===== config.mk =====
export PLATFORM = sky130hd
export DESIGN_NAME = qnna_wb_master
export DESIGN_NICKNAME = d
export VERILOG_FILES = /design/src/rtl/qnna_wb_master.sv
export SDC_FILE = /design/constraint.sdc
export NUM_CORES = 1
export LEC_CHECK = 0
export ABC_AREA = 1
export BUFFER_PORTS_ARGS = -buffer_cell sky130_fd_sc_hd__buf_2
export CORE_MARGIN = 2
export CORE_UTILIZATION = 43
export CTS_CLUSTER_DIAMETER = 30
export DETAILED_ROUTE_END_ITERATION = 7
export PLACE_DENSITY_LB_ADDON = 0.3
export RECOVER_POWER = 50
export SLEW_MARGIN = 20
export SYNTH_ARGS = -nofsm -noshare
export SYNTH_HDL_FRONTEND = slang
export SYNTH_SLANG_ARGS = --single-unit

===== constraint.sdc =====
create_clock -name wb_clk_i -period 1.6 [get_ports wb_clk_i]
set_input_delay 0.16 -clock wb_clk_i [delete_from_list [all_inputs] [get_ports wb_clk_i]]
set_output_delay 0.16 -clock wb_clk_i [all_outputs]
set_load 0.01 [all_outputs]

===== src/rtl/qnna_wb_master.sv =====
// Wishbone B4 classic single-transfer master: takes a command, runs one bus cycle
// (ack, error or timeout), then holds a registered response until it is consumed.
module qnna_wb_master #(
    parameter logic [15:0] TIMEOUT_CYCLES = 16'd1023
) (
    input  logic        wb_clk_i,
    input  logic        wb_rst_i,
    input  logic        cmd_valid,
    output logic        cmd_ready,
    input  logic        cmd_we,
    input  logic [31:0] cmd_addr,
    input  logic [31:0] cmd_wdata,
    input  logic [3:0]  cmd_sel,
    output logic        rsp_valid,
    input  logic        rsp_ready,
    output logic [31:0] rsp_rdata,
    output logic        rsp_err,
    output logic        rsp_timeout,
    output logic [31:0] wbm_adr_o,
    output logic [31:0] wbm_dat_o,
    input  logic [31:0] wbm_dat_i,
    output logic        wbm_we_o,
    output logic [3:0]  wbm_sel_o,
    output logic        wbm_stb_o,
    output logic        wbm_cyc_o,
    input  logic        wbm_ack_i,
    input  logic        wbm_err_i,
    output logic        busy
);

    typedef enum logic [1:0] {S_IDLE, S_BUS, S_RESP} state_t;

    state_t      r_state;
    logic        r_cmd_ready;
    logic        r_busy;
    logic        r_rsp_valid;
    logic [31:0] r_rsp_rdata;
    logic        r_rsp_err;
    logic        r_rsp_timeout;
    logic [31:0] r_adr;
    logic [31:0] r_dat;
    logic        r_we;
    logic [3:0]  r_sel;
    logic        r_cyc;
    logic [15:0] r_cnt;

    state_t      w_state_nxt;
    logic        w_cmd_ready_nxt;
    logic        w_busy_nxt;
    logic        w_rsp_valid_nxt;
    logic [31:0] w_rsp_rdata_nxt;
    logic        w_rsp_err_nxt;
    logic        w_rsp_timeout_nxt;
    logic [31:0] w_adr_nxt;
    logic [31:0] w_dat_nxt;
    logic        w_we_nxt;
    logic [3:0]  w_sel_nxt;
    logic        w_cyc_nxt;
    logic [15:0] w_cnt_nxt;
    logic        w_tmo_hit;

    // A zero TIMEOUT_CYCLES lets a silent slave stall the bus forever.
    assign w_tmo_hit = (TIMEOUT_CYCLES != 16'd0) && (r_cnt == TIMEOUT_CYCLES - 16'd1);

    always_ff @(posedge wb_clk_i) begin
        if (wb_rst_i) begin
            r_state       <= S_IDLE;
            r_cmd_ready   <= 1'b1;
            r_busy        <= 1'b0;
            r_rsp_valid   <= 1'b0;
            r_rsp_rdata   <= 32'd0;
            r_rsp_err     <= 1'b0;
            r_rsp_timeout <= 1'b0;
            r_adr         <= 32'd0;
            r_dat         <= 32'd0;
            r_we          <= 1'b0;
            r_sel         <= 4'd0;
            r_cyc         <= 1'b0;
            r_cnt         <= 16'd0;
        end else begin
            r_state       <= w_state_nxt;
            r_cmd_ready   <= w_cmd_ready_nxt;
            r_busy        <= w_busy_nxt;
            r_rsp_valid   <= w_rsp_valid_nxt;
            r_rsp_rdata   <= w_rsp_rdata_nxt;
            r_rsp_err     <= w_rsp_err_nxt;
            r_rsp_timeout <= w_rsp_timeout_nxt;
            r_adr         <= w_adr_nxt;
            r_dat         <= w_dat_nxt;
            r_we          <= w_we_nxt;
            r_sel         <= w_sel_nxt;
            r_cyc         <= w_cyc_nxt;
            r_cnt         <= w_cnt_nxt;
        end
    end

    always_comb begin
        w_state_nxt       = r_state;
        w_cmd_ready_nxt   = r_cmd_ready;
        w_busy_nxt        = r_busy;
        w_rsp_valid_nxt   = r_rsp_valid;
        w_rsp_rdata_nxt   = r_rsp_rdata;
        w_rsp_err_nxt     = r_rsp_err;
        w_rsp_timeout_nxt = r_rsp_timeout;
        w_adr_nxt         = r_adr;
        w_dat_nxt         = r_dat;
        w_we_nxt          = r_we;
        w_sel_nxt         = r_sel;
        w_cyc_nxt         = r_cyc;
        w_cnt_nxt         = r_cnt;
        case (r_state)
            S_IDLE: begin
                if (cmd_valid && r_cmd_ready) begin
                    w_adr_nxt       = cmd_addr;
                    w_dat_nxt       = cmd_wdata;
                    w_we_nxt        = cmd_we;
                    w_sel_nxt       = cmd_sel;
                    w_cyc_nxt       = 1'b1;
                    w_cnt_nxt       = 16'd0;
                    w_cmd_ready_nxt = 1'b0;
                    w_busy_nxt      = 1'b1;
                    w_state_nxt     = S_BUS;
                end
            end
            S_BUS: begin
                // err beats ack, and either beats a timeout landing on the same cycle.
                if (wbm_err_i) begin
                    w_cyc_nxt         = 1'b0;
                    w_rsp_rdata_nxt   = 32'd0;
                    w_rsp_err_nxt     = 1'b1;
                    w_rsp_timeout_nxt = 1'b0;
                    w_rsp_valid_nxt   = 1'b1;
                    w_state_nxt       = S_RESP;
                end else if (wbm_ack_i) begin
                    w_cyc_nxt         = 1'b0;
                    w_rsp_rdata_nxt   = r_we ? 32'd0 : wbm_dat_i;
                    w_rsp_err_nxt     = 1'b0;
                    w_rsp_timeout_nxt = 1'b0;
                    w_rsp_valid_nxt   = 1'b1;
                    w_state_nxt       = S_RESP;
                end else if (w_tmo_hit) begin
                    w_cyc_nxt         = 1'b0;
                    w_rsp_rdata_nxt   = 32'd0;
                    w_rsp_err_nxt     = 1'b1;
                    w_rsp_timeout_nxt = 1'b1;
                    w_rsp_valid_nxt   = 1'b1;
                    w_state_nxt       = S_RESP;
                end else begin
                    w_cnt_nxt = r_cnt + 16'd1;
                end
            end
            S_RESP: begin
                if (rsp_ready) begin
                    w_rsp_valid_nxt = 1'b0;
                    w_cmd_ready_nxt = 1'b1;
                    w_busy_nxt      = 1'b0;
                    w_state_nxt     = S_IDLE;
                end
            end
            default: begin
                w_state_nxt = S_IDLE;
            end
        endcase
    end

    assign cmd_ready   = r_cmd_ready;
    assign busy        = r_busy;
    assign rsp_valid   = r_rsp_valid;
    assign rsp_rdata   = r_rsp_rdata;
    assign rsp_err     = r_rsp_err;
    assign rsp_timeout = r_rsp_timeout;
    assign wbm_adr_o   = r_adr;
    assign wbm_dat_o   = r_dat;
    assign wbm_we_o    = r_we;
    assign wbm_sel_o   = r_sel;
    assign wbm_stb_o   = r_cyc;
    assign wbm_cyc_o   = r_cyc;

endmodule

==> flow_metrics.tcl <==
set metrics [dict create \
    status "finished clean" \
    final_core_util_pct 66.6 \
    reg2reg_setup_slack_ns 0.03 \
    drive_gt1_share_pct 20.7 \
    power.static_leakage_nw 3.43 \
    asyncSetResetFlopFracSynth_pct 0 \
    final.min_clock_period_ns 1.57 \
    global_route.overflow_total 0 \
    synth_enable_flop_cells 0 \
    clock-skew-final_ns 0.0106 \
    global_route.usage.total_pct 24.2 \
    first_pass_grt_wire_length_mm 25.1 \
    syn_area_sq_mm 0.00522 \
    post_drt_via_cell_ratio 4.83 \
    floorplan.die.width_microns 114 \
    cpPeakStageDelay_ns 0.34 \
    syn-instance-count 747 \
    power_switching_share_pct 36.1 \
    pwr_density_cell_mw_per_mm2 1630 \
    tritoncts "done" \
    antenna_violations_before_repair 0 \
    power_frac_comb_pct 35.6 \
    htreeDepth 4 \
    finish.net_count 1151 \
    hold-worst-slack_ns 0.00650 \
    cp_data_required_time_ns 1.91 \
    synth_area_per_cell_sq_um 6.99 \
    postSynthRegisterBits 125 \
    ys.flop_type "sky130_fd_sc_hd__dfxtp_1" \
    final.fill_count 1023 \
    worstSetupStartpoint "r_cnt[0]" \
    grt_pass1_vias 5458 \
    p_int_mw 8.25 \
    drtPass1Iterations 5 \
    cp-end-kind "register" \
    worst_ep_arrival_time_ns 1.88 \
    timing.slew.headroom_pct 58.5 \
    critical_path.cell_chain "inv_2 > ha_4 > nand3_2 > nor2_2 > nand2_2 > nand2_4 > nand2_8 > buf_6 > o21ai_0 > nor2_1" \
    ant_nets 0 \
    drt-wirelength-per-cell_microns 13.7 \
    synth_seq_area_share_pct 47.9 \
    pin_count_of_the_biggest_net_entering_global_routing 60 \
    dpl_cell_area_sq_mm 0.00656 \
    flow.area_growth_from_synthesis_pct 52.0 \
    maxCapViolations 0 \
    report.final.hold_viol_count 0 \
    drcViolationCount 0 \
    design.die.area_sq_mm 0.0130 \
    layout_worst_path_cycle_share_pct 98.0 \
    place.port_buffers 214 \
    timing_max_transition_violations_final 0 \
    detailroute.via_count 5790 \
    clk-insertion-delay-late_ns 0.42 \
    timing.critical_path.from_type "register" \
    row_count 40 \
    pre_cts_ws_ns -0.0628 \
    drt_wl_total_mm 16.4 \
    setup_viol 0 \
    initialDrtViolationCount 430 \
    count_of_pins_on_the_block_boundary 215 \
    min-delay-path-class "in2reg" \
    cts_max_path_buffers 2 \
    worst-path-max-fanout 8 \
    cts.clk_slew.worst_paths_ns 0.06 \
    critical_path_class "reg2reg" \
    post_route_total_power_mw 12.9 \
    crit_end "rsp_rdata[16]" \
    setup-tns-final_ns 0 \
    reg2regPathDepth 10 \
    net_switching_power_mw 4.65 \
    layout_setup_ws_ns 0.0321 \
    synth_fp_nets 860 \
    place_inst 1094 \
    core_sq_mm 0.0119 \
    fmaxAchievable_mhz 638 \
    power.sequential.fraction_pct 33.3 \
    timing.rr.start "r_cnt[0]" \
    globalplace.congestion 0.834 \
    cell_area_after_layout_sq_mm 0.00794 \
    rsz_0062_raised_after_global_routing "yes" \
    yosysUniqueCellTypes 28 \
    max-vdd-ir-drop_v 0.000910 \
    yosys_warnings 0 \
    timing_worst_slew_pin_value_ns 0.622 \
    cts_inserted_buffers 17 \
    clock-sinks 125 \
    final_cells 1198 \
    die_h_microns 114 \
    dp_hpwl_mm 9.83 \
    antenna-diode-count 0 \
    clockPowerShare_pct 31.1 \
    clk_root_buffer_cell "sky130_fd_sc_hd__clkbuf_16" \
    crit_slowest_cell "sky130_fd_sc_hd__dfxtp_2" \
    start_util_pct 43.8 \
    r2r-end "rsp_rdata[16]" \
]
==> worst min path at each step <==
stage                             from       endpoint  slack (ns)  depth (start not counted)
final                     cmd_addr[23]  wbm_adr_o[23]       0.007                          3
after global routing      cmd_addr[24]  wbm_adr_o[24]       0.004                          3
after CTS                 cmd_addr[25]  wbm_adr_o[25]      0.0007                          3
after detailed placement   cmd_addr[9]   wbm_adr_o[9]        0.41                          3
after global placement    cmd_wdata[7]   wbm_dat_o[7]        0.41                          3
after floorplan            cmd_addr[0]   wbm_adr_o[0]        0.30                          2
==> what timing repair did <==
action	CTS	global route
pin swaps	0	7
endpoints found under the setup margin	10	60
hold buffers	63	0
endpoints found under the hold margin	63	0
resized for setup	2	41
buffers inserted	0	4
cloned	0	5
==> cells in the mapped netlist, drive strengths merged (2+ instances only) <==
cell / count / share of area, %
nand2: 211 / 16
nor2: 139 / 10
dfxtp: 125 / 48
a21oi: 84 / 8.6
inv: 56 / 4.0
o21ai: 44 / 4.2
clkbuf: 27 / 2.0
nand3: 27 / 2.6
buf: 15 / 2.0
ha: 6 / 1.4
nor3: 3 / 0.29
o21bai: 3 / 0.43
nand3b: 2 / 0.29
==> power groups by stage <==
| stage | Sequential (mW) | Combinational, mW | Clock [mW] |
|---|---|---|---|
| 4_1_cts | 4.27 | 4.20 | 4.08 |
| 2_1_floorplan | 4.66 | 2.16 | 0 |
| 3_5_place_dp | 4.32 | 4.05 | 0 |
| 5_1_grt | 4.38 | 5.07 | 4.21 |
| 3_3_place_gp | 4.29 | 4.02 | 0 |
| 6_report | 4.30 | 4.59 | 4.01 |
==> cell type report <==
type                            instances  area, sq um  area share [%]
Clock buffer                           20          467            5.88
Sequential cell                       125         2510            31.6
Inverter                               57          221            2.79
Clock inverter                         12          159            2.00
Timing Repair Buffer                  311         1980            25.0
Multi-Input combinational cell        526         2420            30.4
Tap cell                              147          184            2.32
==> critical path, delay by kind of cell, from the launching register on <==
kind / cells / cell delay, ns
adders and majority gates: 1 / 0.13
and+or+nand+nor: 6 / 0.59
AOI/OAI and AO/OA: 1 / 0.15
DFF: 1 / 0.34
buffers and inverters: 2 / 0.24
==> registers in the layout, indices dropped and copies added (netlist names), 2 cells and up <==
name,flops
rsp_rdata,32
wbm_adr_o,32
wbm_dat_o,32
r_cnt,16
wbm_sel_o,4
r_state,2
==> logic make-up after synthesis <==
family	after synthesis	synth area share, %
and+or+nand+nor	385	29.2
AOI/OAI and AO/OA	132	13.3
DFF	125	47.9
buffers and inverters	99	8.10
adders and majority gates	6	1.44
==> cell usage in the layout, fill, tap and decap left out, types with 22 or more instances in the layout <==
cell type / instances
sky130_fd_sc_hd__dlygate4sd3_1: 63
sky130_fd_sc_hd__inv_1: 51
sky130_fd_sc_hd__a21oi_1: 79
sky130_fd_sc_hd__nor2_1: 134
sky130_fd_sc_hd__dfxtp_1: 122
sky130_fd_sc_hd__buf_2: 114
sky130_fd_sc_hd__nand2_1: 206
sky130_fd_sc_hd__clkbuf_1: 100
sky130_fd_sc_hd__o21ai_1: 29
sky130_fd_sc_hd__nand3_1: 22
==> per-layer routing <==
metal  track usage, %  wire length [microns]  vias to the layer above
li1                 -                      -                     2939
met1             27.4                   6790                     2552
met2             42.0                   7750                      252
met3             6.67                   1230                       47
met4             11.7                    589                        0
met5                0                      0                        -
Power figures use the tool's default switching activity.
